File: src/rtl/output_buffer.sv
// Registered router output stage: captures a flit on enable and presents it
// PIPE_STAGES cycles later with valid, holding the last flit while idle.
module output_buffer #(
  parameter int DATA_WIDTH  = 32,
  parameter int PIPE_STAGES = 1
) (
  input  logic                  clk,
  input  logic                  rst,
  input  logic                  enable,
  input  logic [DATA_WIDTH-1:0] data_in,
  output logic [DATA_WIDTH-1:0] data_out,
  output logic                  valid
);

  logic [PIPE_STAGES-1:0][DATA_WIDTH-1:0] data_q, data_d;
  logic [PIPE_STAGES-1:0]                 vld_q,  vld_d;

  // Each stage only loads when the stage feeding it holds a valid flit, so
  // idle cycles never disturb data already presented downstream.
  always_comb begin
    // NOTE: every always_comb output gets a full default first so no path
    // leaves it unassigned, which would otherwise infer a latch.
    data_d = data_q;
    vld_d  = '0;

    vld_d[0] = enable;
    if (enable) begin
      data_d[0] = data_in;
    end

    for (int k = 1; k < PIPE_STAGES; k++) begin
      vld_d[k] = vld_q[k-1];
      if (vld_q[k-1]) begin
        data_d[k] = data_q[k-1];
      end
    end
  end

  // NOTE: state flops use non-blocking assignments so every stage samples the
  // pre-edge value of its predecessor, giving a true shift rather than a
  // fall-through.
  always_ff @(posedge clk) begin
    if (rst) begin
      data_q <= '0;
      vld_q  <= '0;
    end else begin
      data_q <= data_d;
      vld_q  <= vld_d;
    end
  end

  assign data_out = data_q[PIPE_STAGES-1];
  assign valid    = vld_q[PIPE_STAGES-1];

endmodule

File: config.mk
export PLATFORM = sky130hd
export DESIGN_NAME = output_buffer
export DESIGN_NICKNAME = d
export VERILOG_FILES = /design/src/rtl/output_buffer.sv
export SDC_FILE = /design/constraint.sdc
export NUM_CORES = 1
export LEC_CHECK = 0
export CORE_MARGIN = 8
export CORE_UTILIZATION = 34
export CTS_BUF_LIST = sky130_fd_sc_hd__clkbuf_16
export DETAILED_ROUTE_END_ITERATION = 10
export HOLD_SLACK_MARGIN = 0.15
export PLACE_DENSITY = 0.75
export SLEW_MARGIN = 20
export SYNTH_ARGS = -nofsm -noshare
export SYNTH_HDL_FRONTEND = slang
export SYNTH_SLANG_ARGS = --single-unit
File: constraint.sdc
create_clock -name clk -period 0.83 [get_ports clk]
set_input_delay 0.166 -clock clk [delete_from_list [all_inputs] [get_ports clk]]
set_output_delay 0.166 -clock clk [all_outputs]
set_load 0.005 [all_outputs]
==> Flow_metrics.wiki <==
{| class="wikitable"
! Metric !! Value
|-
| Status || finished with violations
|-
| Failing checks || negative setup slack
|-
| Antenna violation net count after detailed routing || 0
|-
| Vias in the first global route || 1159
|-
| Critical path type || register to primary output
|-
| Top-count cell post-synth || sky130_fd_sc_hd__dfxtp_1
|-
| Area after detailed placement || 1910 µm²
|-
| Total number of yosys warnings || 0
|-
| Antenna violations before repair || 0
|-
| # H-tree levels || 2
|-
| Sum of negative setup slack || -845 ps
|-
| Post-layout power || 4.03 mW
|-
| Leak || 1.02 nW
|-
| Number of iterations in the first detailed-routing pass || 4
|-
| Synthesized area divided by synthesized cell count || 11.3 µm²
|-
| Leading cell types by count after synthesis || 33 x sky130_fd_sc_hd__dfxtp_1, 32 x sky130_fd_sc_hd__mux2i_1, 30 x sky130_fd_sc_hd__nor2_1
|-
| Final clock skew || 0 ps
|-
| Worst Path Required || 660 ps
|-
| Number of design-rule violations left by the first detailed-router iteration || 33
|-
| Final Instance Area || 2150 µm²
|-
| Effective utilization at floorplan || 0.358
|-
| Maximum capacitance violations || 0
|-
| WL final || 3410 µm
|-
| Slew @ Worst Pin || 195 ps
|-
| Number of synthesized flops with an enable pin || 0
|-
| Number of diodes || 0
|-
| Setup repair after global routing missed its margin || yes
|-
| Largest stage delay on the critical path || 320 ps
|-
| Cell chosen for the clock root || sky130_fd_sc_hd__clkbuf_16
|-
| Max-slew violations || 0
|-
| Routed metal-1 wirelength || 1280 µm
|-
| Part of the Yosys area used for sequential elements || 0.549
|-
| Half-perimeter wire length after placement || 2660 µm
|-
| Core footprint || 3360 µm²
|-
| Flip-flop and latch count after synthesis || 33
|-
| Number of instances in the synthesized netlist || 106
|-
| Final net count || 220
|-
| Worst vdd ir || 0.00133 V
|-
| Drt wl/cell || 14.7 µm
|-
| Slowest library cell on the worst path || sky130_fd_sc_hd__dfxtp_2
|-
| Remaining design rule violation count || 0
|-
| Total area of multi-input combinational cells || 452 µm²
|-
| Area of the die || 5700 µm²
|-
| Total nets after synthesis || 141
|-
| FP Rows || 21
|-
| Number of buffer and inverter instances along the worst setup path || 1
|-
| Share of the synthesized area in the top cell type || 0.549
|-
| Wire length of the first global-routing pass || 5420 µm
|-
| Filler Cells Inserted || 294
|-
| Register cell area after layout || 701 µm²
|-
| End of the worst register-to-register path || data_out[29]
|-
| Cell Chain, Critical Path || buf_2
|-
| Crit path from || data_out[12]
|-
| Clock tree from TritonCTS || done
|-
| Share of final-layout standard cells stronger than drive strength 1 || 0.462
|-
| Crit Reg-Reg Startpoint || data_out[29]
|-
| Routed vias/inst || 4.38
|-
| Largest net degree at the start of global routing || 16
|-
| Worst min-delay path endpoint || data_out[17]
|-
| Overall via count from detail_route || 1015
|-
| Proportion of register bits with asynchronous set or reset after synthesis || 0
|-
| Gpl congestion || 0.691
|-
| TritonCTS sink count || 33
|-
| Area contributors post-synth || sky130_fd_sc_hd__dfxtp_1 55%, sky130_fd_sc_hd__mux2i_1 27%, sky130_fd_sc_hd__nor2_1 9.4%
|-
| Highest layer used for signal routing || met4
|-
| Reg2Reg Depth || 3
|-
| Post-CTS Hold Fix Bufs || 0
|-
| Synthesized cell area || 1200 µm²
|-
| Hold/Removal Path Class || input pin to register
|-
| TritonCTS buffer count || 5
|-
| Width of the die || 75.5 µm
|-
| Final-report setup violation count || 33
|-
| Nature of the critical path endpoint || primary output
|-
| Hold Path Cell Cnt || 3
|-
| Max frequency || 1160 MHz
|-
| Clock-pin slew of the registers on the worst-case setup and hold paths || 50 ps
|-
| Clk Latency, worst-skew pair || 260 ps
|-
| Primary flip-flop cell chosen by synthesis mapping || sky130_fd_sc_hd__dfxtp_1
|-
| Synthesis-to-layout area growth || 78.7%
|-
| CP Launch Type || register
|-
| Met2 wire length || 1830 µm
|-
| Overall overflow remaining after global route || 0
|-
| Total track usage || 0.125
|-
| Clock Tree Buf Depth || 2
|-
| Met3 wire length || 272 µm
|-
| Crit-path leading delay family || flip-flops
|-
| Count of different cell masters after synthesis || 9
|-
| Cell type contributing the most total cell area after synthesis || sky130_fd_sc_hd__dfxtp_1
|-
| Final Hold Vio Count || 0
|-
| Post-placement setup slack || -234 ps
|-
| Crit path time final || 863 ps
|-
| Final setup slack of the worst path || -33.0 ps
|-
| Number of placed I/O pins || 68
|-
| Reg-to-reg setup timing slack || 80 ps
|-
| Hold Path Origin || rst
|-
| Power per cell area || 1880 nW/µm²
|-
| Maximum net fanout on the critical path || 2
|-
| Post-route clock period utilization || 1.04
|-
| Crit path arrival time || 700 ps
|-
| Y dimension of the die || 75.5 µm
|-
| Slew margin rel. || 0.866
|-
| IO buf count || 67
|}
==> cell families (layout without fill, tap and decap cells) <==
| group | count (synthesis) | count (layout) | synth area share |
|---|---|---|---|
| flops | 33 | 33 | 0.549 |
| simple gates | 33 | 33 | 0.109 |
| mux | 32 | 32 | 0.266 |
| buf+inv | 8 | 88 | 0.0749 |
==> cell usage in the layout, fill, tap and decap left out <==
master and count:
sky130_fd_sc_hd__nor2_1 30, sky130_fd_sc_hd__buf_4 9, sky130_fd_sc_hd__buf_6 29, sky130_fd_sc_hd__clkdlybuf4s50_1 32, sky130_fd_sc_hd__dfxtp_1 1, sky130_fd_sc_hd__nor2_2 2
sky130_fd_sc_hd__nor2b_1 1, sky130_fd_sc_hd__inv_1 3, sky130_fd_sc_hd__dfxtp_2 32, sky130_fd_sc_hd__clkbuf_16 5, sky130_fd_sc_hd__dlymetal6s2s_1 1, sky130_fd_sc_hd__mux2i_1 32
sky130_fd_sc_hd__buf_2 7, sky130_fd_sc_hd__buf_12 2
==> state kept, by name, indices dropped and copies added (netlist names) <==
register,flops
data_out,32
valid,1
==> per-layer routing <==
layer / up-vias / global-route usage
li1: 502 / -
met1: 474 / 0.120
met2: 37 / 0.227
met3: 2 / 0.0605
met4: 0 / 0.0448
met5: - / 0
==> final cells by class <==
class	count	area share
Sequential cell	33	0.326
Timing Repair Buffer	80	0.373
Clock inverter	3	0.00524
Tap cell	46	0.0268
Multi-Input combinational cell	65	0.210
Clock buffer	5	0.0582
==> where the power goes <==
group | switching (mW) | internal [mW] | total, mW | leakage [nW]
sequential | 0.0625 | 1.70 | 1.77 | 0.284
clock | 0.560 | 1.07 | 1.63 | 0.0776
combinational | 0.205 | 0.426 | 0.631 | 0.663
==> metrics by stage <==
step	util	hold slack, ps	instances
2_1_floorplan	-	313	106
3_3_place_gp	0.569	471	218
3_5_place_dp	0.569	488	218
4_1_cts	0.613	396	232
5_1_grt	0.639	357	232
6_report	0.639	319	232
==> how the worst max path moves through the flow <==
stage	end	slack (ps)	cells past startpoint
2_1_floorplan	data_out[3]	50	4
3_3_place_gp	data_out[7]	-210	3
3_5_place_dp	data_out[1]	-230	3
4_1_cts	data_out[12]	-40	1
5_1_grt	data_out[29]	-60	1
6_report	data_out[12]	-30	1
==> what timing repair did <==
| item | in CTS | in global routing |
|---|---|---|
| endpoints found under the setup margin | 33 | 45 |
| hold endpoints to repair | 0 | 0 |
| setup buffers | 6 | 0 |
| resized for setup | 179 | 15 |
(Power assumes the default switching activity.)
